===== src/rtl/dds_oscillator_if.sv =====
`default_nettype none
// +----------------------------------------------------------------------------+
// | dds_oscillator_if : control and sample bus of the DDS tone generator        |
// | Rev 1.0                                                                     |
// +----------------------------------------------------------------------------+
interface dds_oscillator_if #(
  parameter int PHASE_W = 24,
  parameter int DATA_W  = 8,
  parameter int AMP_W   = 8
) ();
  logic               en;
  logic [PHASE_W-1:0] ftw;
  logic               ftw_load;
  logic               phase_rst;
  logic [1:0]         wave_sel;
  logic [AMP_W:0]     amp;
  logic [DATA_W-1:0]  dataout;
  logic               valid;
  logic               wrap;

  modport master (
    output en, ftw, ftw_load, phase_rst, wave_sel, amp,
    input  dataout, valid, wrap
  );

  modport slave (
    input  en, ftw, ftw_load, phase_rst, wave_sel, amp,
    output dataout, valid, wrap
  );
endinterface
`default_nettype wire


===== src/rtl/dds_oscillator.sv =====
`default_nettype none
// +----------------------------------------------------------------------------+
// | dds_oscillator : phase-accumulator tone generator, four waveforms, gain    |
// | Rev 1.0                                                                     |
// +----------------------------------------------------------------------------+
module dds_oscillator #(
  parameter int PHASE_W    = 24,
  parameter int LUT_ADDR_W = 8,
  parameter int DATA_W     = 8,
  parameter int AMP_W      = 8
) (
  input  logic                   clk,
  input  logic                   rst_n,
  dds_oscillator_if.slave        bus_if
);
  localparam int  QW = LUT_ADDR_W - 2;
  localparam int  Q  = 2**QW;
  localparam int  A  = 2**(DATA_W-1) - 1;
  localparam int  PW = DATA_W + AMP_W + 2;
  localparam real PI = 3.14159265358979323846;

  localparam logic [DATA_W-1:0]        MID   = {1'b1, {(DATA_W-1){1'b0}}};
  localparam logic signed [DATA_W-1:0] S_POS = {1'b0, {(DATA_W-1){1'b1}}};
  localparam logic signed [DATA_W-1:0] S_NEG = {1'b1, {(DATA_W-2){1'b0}}, 1'b1};
  localparam logic [AMP_W:0]           UNITY = {1'b1, {AMP_W{1'b0}}};

  // Offset-binary to signed, with the lone -M code folded onto -A for symmetry.
  function automatic logic signed [DATA_W-1:0] center(input logic [DATA_W-1:0] u);
    return (u == '0) ? S_NEG : {~u[DATA_W-1], u[DATA_W-2:0]};
  endfunction

  logic [PHASE_W-1:0]        phase_q, phase_d;
  logic                      carry_q, carry_d;
  logic [PHASE_W-1:0]        ftw_q, ftw_d;
  logic signed [DATA_W-1:0]  s1_q;
  logic                      w1_q;
  logic                      v1_q;
  logic [DATA_W-1:0]         dataout_q;
  logic                      valid_q;
  logic                      wrap_q;

  logic [PHASE_W:0]          w_sum;
  logic [DATA_W-2:0]         w_mag [Q+1];
  logic [LUT_ADDR_W-1:0]     w_k;
  logic [QW:0]               w_idx;
  logic [DATA_W-2:0]         w_mag_sel;
  logic [DATA_W:0]           w_tri_p;
  logic [DATA_W-1:0]         w_tri_v;
  logic signed [DATA_W-1:0]  w_wave;
  logic [AMP_W:0]            w_gain;
  logic signed [PW-1:0]      w_prod;
  logic [DATA_W-1:0]         w_sample;
  logic                      w_unused;

  // Quarter-wave magnitudes, indices 0..Q inclusive so the peak is stored.
  for (genvar gi = 0; gi <= Q; gi++) begin : g_mag
    localparam int MAG = $rtoi(A * $sin(2.0 * PI * gi / (4.0 * Q)) + 0.5);
    assign w_mag[gi] = (DATA_W-1)'(MAG);
  end

  assign w_sum = {1'b0, phase_q} + {1'b0, ftw_q};

  always_comb begin
    phase_d = phase_q;
    carry_d = carry_q;
    if (bus_if.phase_rst) begin
      phase_d = '0;
      carry_d = 1'b0;
    end else if (bus_if.en) begin
      {carry_d, phase_d} = w_sum;
    end
    ftw_d = bus_if.ftw_load ? bus_if.ftw : ftw_q;
  end

  assign w_k     = phase_q[PHASE_W-1 -: LUT_ADDR_W];
  assign w_tri_p = phase_q[PHASE_W-1 -: DATA_W+1];
  assign w_tri_v = w_tri_p[DATA_W] ? ~w_tri_p[DATA_W-1:0] : w_tri_p[DATA_W-1:0];

  always_comb begin
    // Odd quadrants read the table backwards from the peak.
    w_idx = {1'b0, w_k[QW-1:0]};
    if (w_k[QW]) begin
      w_idx = (QW+1)'(Q) - {1'b0, w_k[QW-1:0]};
    end
    w_mag_sel = w_mag[w_idx];
    case (bus_if.wave_sel)
      2'd0:    w_wave = w_k[LUT_ADDR_W-1] ? -$signed({1'b0, w_mag_sel})
                                          :  $signed({1'b0, w_mag_sel});
      2'd1:    w_wave = phase_q[PHASE_W-1] ? S_NEG : S_POS;
      2'd2:    w_wave = center(phase_q[PHASE_W-1 -: DATA_W]);
      default: w_wave = center(w_tri_v);
    endcase
  end

  // Bits [AMP_W +: DATA_W] of the two's-complement product are floor(s*g / 2^AMP_W).
  assign w_gain   = (bus_if.amp > UNITY) ? UNITY : bus_if.amp;
  assign w_prod   = PW'(s1_q) * PW'($signed({1'b0, w_gain}));
  assign w_sample = w_prod[AMP_W +: DATA_W] + MID;
  assign w_unused = ^{w_prod[PW-1:AMP_W+DATA_W], w_prod[AMP_W-1:0]};

  always_ff @(posedge clk or negedge rst_n) begin
    if (!rst_n) begin
      phase_q   <= '0;
      carry_q   <= 1'b0;
      ftw_q     <= '0;
      s1_q      <= '0;
      w1_q      <= 1'b0;
      v1_q      <= 1'b0;
      dataout_q <= MID;
      valid_q   <= 1'b0;
      wrap_q    <= 1'b0;
    end else begin
      phase_q <= phase_d;
      carry_q <= carry_d;
      ftw_q   <= ftw_d;
      v1_q    <= bus_if.en;
      if (bus_if.en) begin
        s1_q <= w_wave;
        w1_q <= carry_q;
      end
      valid_q <= v1_q;
      wrap_q  <= v1_q & w1_q;
      if (v1_q) begin
        dataout_q <= w_sample;
      end
    end
  end

  assign bus_if.dataout = dataout_q;
  assign bus_if.valid   = valid_q;
  assign bus_if.wrap    = wrap_q;
endmodule
`default_nettype wire

===== src/flat_wrapper.sv =====
// flat-port wrapper written by rule: the top's interface ports become plain ports
module dds_oscillator_flat 
#(
  parameter int PHASE_W    = 24,
  parameter int LUT_ADDR_W = 8,
  parameter int DATA_W     = 8,
  parameter int AMP_W      = 8
)
  (clk, rst_n, bus_if_en, bus_if_ftw, bus_if_ftw_load, bus_if_phase_rst, bus_if_wave_sel, bus_if_amp, bus_if_dataout, bus_if_valid, bus_if_wrap);
  dds_oscillator_if #(.PHASE_W(PHASE_W), .DATA_W(DATA_W), .AMP_W(AMP_W)) bus_if_i ();
  input  logic clk;
  input  logic rst_n;
  input wire logic [$bits(bus_if_i.en)-1:0] bus_if_en;
  input wire logic [$bits(bus_if_i.ftw)-1:0] bus_if_ftw;
  input wire logic [$bits(bus_if_i.ftw_load)-1:0] bus_if_ftw_load;
  input wire logic [$bits(bus_if_i.phase_rst)-1:0] bus_if_phase_rst;
  input wire logic [$bits(bus_if_i.wave_sel)-1:0] bus_if_wave_sel;
  input wire logic [$bits(bus_if_i.amp)-1:0] bus_if_amp;
  output wire logic [$bits(bus_if_i.dataout)-1:0] bus_if_dataout;
  output wire logic [$bits(bus_if_i.valid)-1:0] bus_if_valid;
  output wire logic [$bits(bus_if_i.wrap)-1:0] bus_if_wrap;
  assign bus_if_i.en = bus_if_en;
  assign bus_if_i.ftw = bus_if_ftw;
  assign bus_if_i.ftw_load = bus_if_ftw_load;
  assign bus_if_i.phase_rst = bus_if_phase_rst;
  assign bus_if_i.wave_sel = bus_if_wave_sel;
  assign bus_if_i.amp = bus_if_amp;
  assign bus_if_dataout = bus_if_i.dataout;
  assign bus_if_valid = bus_if_i.valid;
  assign bus_if_wrap = bus_if_i.wrap;
  dds_oscillator #(.PHASE_W(PHASE_W), .LUT_ADDR_W(LUT_ADDR_W), .DATA_W(DATA_W), .AMP_W(AMP_W)) u_core (.clk(clk), .rst_n(rst_n), .bus_if(bus_if_i));
endmodule

===== config.mk =====
export PLATFORM = sky130hd
export DESIGN_NAME = dds_oscillator_flat
export DESIGN_NICKNAME = d
export VERILOG_FILES = /design/src/rtl/dds_oscillator_if.sv /design/src/rtl/dds_oscillator.sv /design/src/flat_wrapper.sv
export SDC_FILE = /design/constraint.sdc
export NUM_CORES = 1
export LEC_CHECK = 0
export BUFFER_PORTS_ARGS = -buffer_cell sky130_fd_sc_hd__buf_2
export CORE_ASPECT_RATIO = 2
export CORE_MARGIN = 2
export CORE_UTILIZATION = 40
export CTS_CLUSTER_DIAMETER = 30
export DETAILED_ROUTE_END_ITERATION = 12
export MAX_ROUTING_LAYER = met4
export PLACE_DENSITY_LB_ADDON = 0.05
export SLEW_MARGIN = 0
export SYNTH_ARGS = -nofsm -noshare
export SYNTH_HDL_FRONTEND = slang
export SYNTH_SLANG_ARGS = --single-unit

===== constraint.sdc =====
create_clock -name clk -period 5.1 [get_ports clk]
set_clock_uncertainty 0.15 [all_clocks]
set_input_delay 0.255 -clock clk [delete_from_list [all_inputs] [get_ports clk]]
set_output_delay 0.255 -clock clk [all_outputs]
set_load 0.05 [all_outputs]

==> flow_metrics.tcl <==
set metrics [dict create \
    wirelength_um 20400 \
    die_h_um 197 \
    gr-total-overflow 0 \
    top_level_ports 50 \
    synth_cell_types 81 \
    num_rows 70 \
    ys_seq_area_share_pct 23.2 \
    cts_tree "done" \
    multi_input_area_um2 5290 \
    arrival_ps 4880 \
    drive_gt1_share_pct 16.5 \
    grt_max_degree 70 \
    first_pass_iters 4 \
    final_cells 1097 \
    clockBufferDepth 2 \
    synth-edff-count 0 \
    regToRegSetupSlack_ps 320 \
    place_hpwl_um 16100 \
    period_share_pct 93.7 \
    core-area_um2 18300 \
    cts.sinks 69 \
    final_nets 1027 \
    grtUsageTotal_pct 22.4 \
    tightest_slew_ps 1150 \
    regArea_um2 1730 \
    reg2reg_from "u_core.s1_q[2]" \
    finalSetupViolCount 0 \
    timing.fmax_mhz 209 \
    hold_viol_final 0 \
    synth_compound_area_share_pct 15.9 \
    drt-initial-drc-count 230 \
    die_area_um2 19800 \
    status "completed" \
    ys.flop_type "dfrtp_1" \
    htreeDepth 3 \
    via_per_inst 5.64 \
    grt_pass1_vias 6493 \
    synth.area.top_cells "dfrtp_1 (23%), ha_1 (12%), fa_1 (11%), mux2_2 (4.5%), and2_1 (3.9%)" \
    antennaDiodeCount 0 \
    synth_cells 810 \
    yosys.area_share.simple_pct 18.0 \
    setup-tns-final_ps 0 \
    rsz0062_at_grt "no" \
    antenna_found_initial 0 \
    numPlacedInstances 1056 \
    initial_core_util_pct 40.7 \
    synth_area_leader_cell "dfrtp_1" \
    critPathKind "flop to flop" \
    power_leakage_uw 0.00405 \
    synth_top_family_by_area "adder cells" \
    hp-class "primary input to flop" \
    worstSetupEndpointType "flop" \
    critPathLaunchType "flop" \
    async_flop_share_pct 100 \
    period_minus_slack_ps 4780 \
    gp_congestion 0.910 \
    clock_latency_ps 360 \
    drc_errors 0 \
    wl_per_cell_um 18.6 \
    vdd_ir_drop_max_v 0.000280 \
    synth_nets 961 \
    postSynthAreaPerCell_um2 9.21 \
    postRouteAntennaNets 0 \
    syn_area_um2 7460 \
    synthMuxAreaShare_pct 9.01 \
    maxCapViolCount 0 \
    min_from "bus_if_wave_sel[0]" \
    num_vias 6182 \
    critPathMaxFanout 10 \
    startpoint "u_core.s1_q[2]" \
    ys_seq_elements 69 \
    synth_xor_area_share_pct 5.17 \
    area_growth_pct 14.4 \
    grt_first_pass_wirelength_um 33500 \
    required_ps 5200 \
    slew_viol_final 0 \
    clk_pin_slew_ps 70 \
    relSlewSlack_pct 22.5 \
    yosysTopAreaCellShare_pct 22.8 \
    synthAdderAreaFrac_pct 22.9 \
    portBuffers 49 \
    numCtsBuffers 9 \
    yosysWarnings 0 \
    cts_root_buf "clkbuf_16" \
    fillers 1788 \
    powerDensity_nw_per_um2 560 \
    die-width_um 101 \
]
## state kept, by name (all words and copies together), names as in the netlist
register / flops
u_core.ftw_q: 24
u_core.bus_if.wrap: 1
u_core.bus_if.dataout: 8
u_core.carry_q: 1
u_core.v1_q: 1
u_core.bus_if.valid: 1
u_core.s1_q: 8
u_core.phase_q: 24
u_core.w1_q: 1
## area by class of cell
| type | instances | area share [%] |
|---|---|---|
| Inverter | 66 | 2.90 |
| Sequential cell | 69 | 20.3 |
| Multi-Input combinational cell | 634 | 62.0 |
| Timing Repair Buffer | 96 | 7.77 |
| Clock buffer | 9 | 2.64 |
| Tap cell | 216 | 3.17 |
| Clock inverter | 7 | 1.23 |
## kinds of logic (layout without fill, tap and decap cells)
kind of cell,after synthesis,after routing
AOI/OAI and AO/OA,168,168
xor gates and xnor gates,41,41
adders and majority gates,111,111
buffers and inverters,107,178
DFF,69,69
muxes,60,60
and+or+nand+nor,254,254
## worst paths after layout
check | endpoint | depth (start not counted)
max in group asynchronous | u_core.s1_q[4] | 2
worst max register to register | u_core.bus_if.dataout[6] | 16
worst min register to register | u_core.bus_if.wrap | 1
min in group asynchronous | u_core.phase_q[3] | 2
worst min-delay path | u_core.s1_q[2] | 3
worst max-delay path | u_core.bus_if.dataout[6] | 16
## worst max-delay path: stages (launching register included)
cell and delay, ps:
dfrtp_1 570, nand2_1 120, fa_1 410, fa_1 540
inv_1 40, ha_1 310, fa_1 490, ha_1 300
nand2_1 60, o21bai_1 90, a21o_1 230, a21o_1 230
a31oi_1 220, o21ai_0 150, o21a_1 210, or3_1 310
a31o_2 240
## layer usage
metal	up-vias	wire length (um)	global-route usage (%)
met5	-	0	-
met4	0	881	10.4
met3	52	460	3.08
met2	120	12200	43.5
met1	3044	6900	20.8
li1	2966	-	-
## synthesized netlist by cell type (all sizes together), types with 4 or more instances
library cell	n
ha	69
dfrtp	68
inv	66
nor2	57
nand2	47
and2	46
fa	42
a21oi	37
o21ai	33
mux2	31
xnor2	29
mux2i	27
nor2b	24
clkbuf	22
buf	19
nor3	17
a21o	14
nand2b	13
nand3	13
xor2	12
a211oi	10
a31oi	10
o211ai	9
o31ai	8
and3	7
or3	7
nand4	6
a211o	4
o21bai	4
o221ai	4
o311ai	4
or2	4
## placed cells by master, fill, tap and decap left out, types with 7 or more instances in the layout
cell	count
a211oi_1	7
a21o_1	14
a21oi_1	37
a31oi_1	10
and2_1	46
and3_1	7
buf_2	48
buf_4	23
clkbuf_16	9
dfrtp_1	66
dlygate4sd3_1	25
fa_1	42
ha_1	69
inv_1	65
mux2_2	30
mux2i_1	27
nand2_1	47
nand2b_1	13
nand3_1	13
nor2_1	57
nor2b_1	24
nor3_1	17
o211ai_1	9
o21ai_0	29
o31ai_1	7
xnor2_1	28
xor2_1	11
## where the power goes
group,switching (uW),internal (uW)
combinational,1810,1380
clock,288,437
sequential,176,680
total,2280,2500
## metrics by stage
stage	hold WS (ps)	cell area (um^2)	utilization (%)	setup WS (ps)	total power (uW)
after floorplan	-191	7460	-	194	3260
after global placement	292	7950	43.4	104	4020
after detailed placement	298	7950	43.4	69.3	4070
after CTS	227	8530	46.6	163	4840
after global routing	242	8530	46.6	112	5240
final	227	8530	46.6	320	4770
## timing repair
item,in CTS,in global routing
hold buffers,25,0
resized for setup,0,2
buffers inserted,0,0
endpoints found under the hold margin,92,0
setup endpoints to repair,0,2
Note: power is estimated with default switching activity, not from simulation.
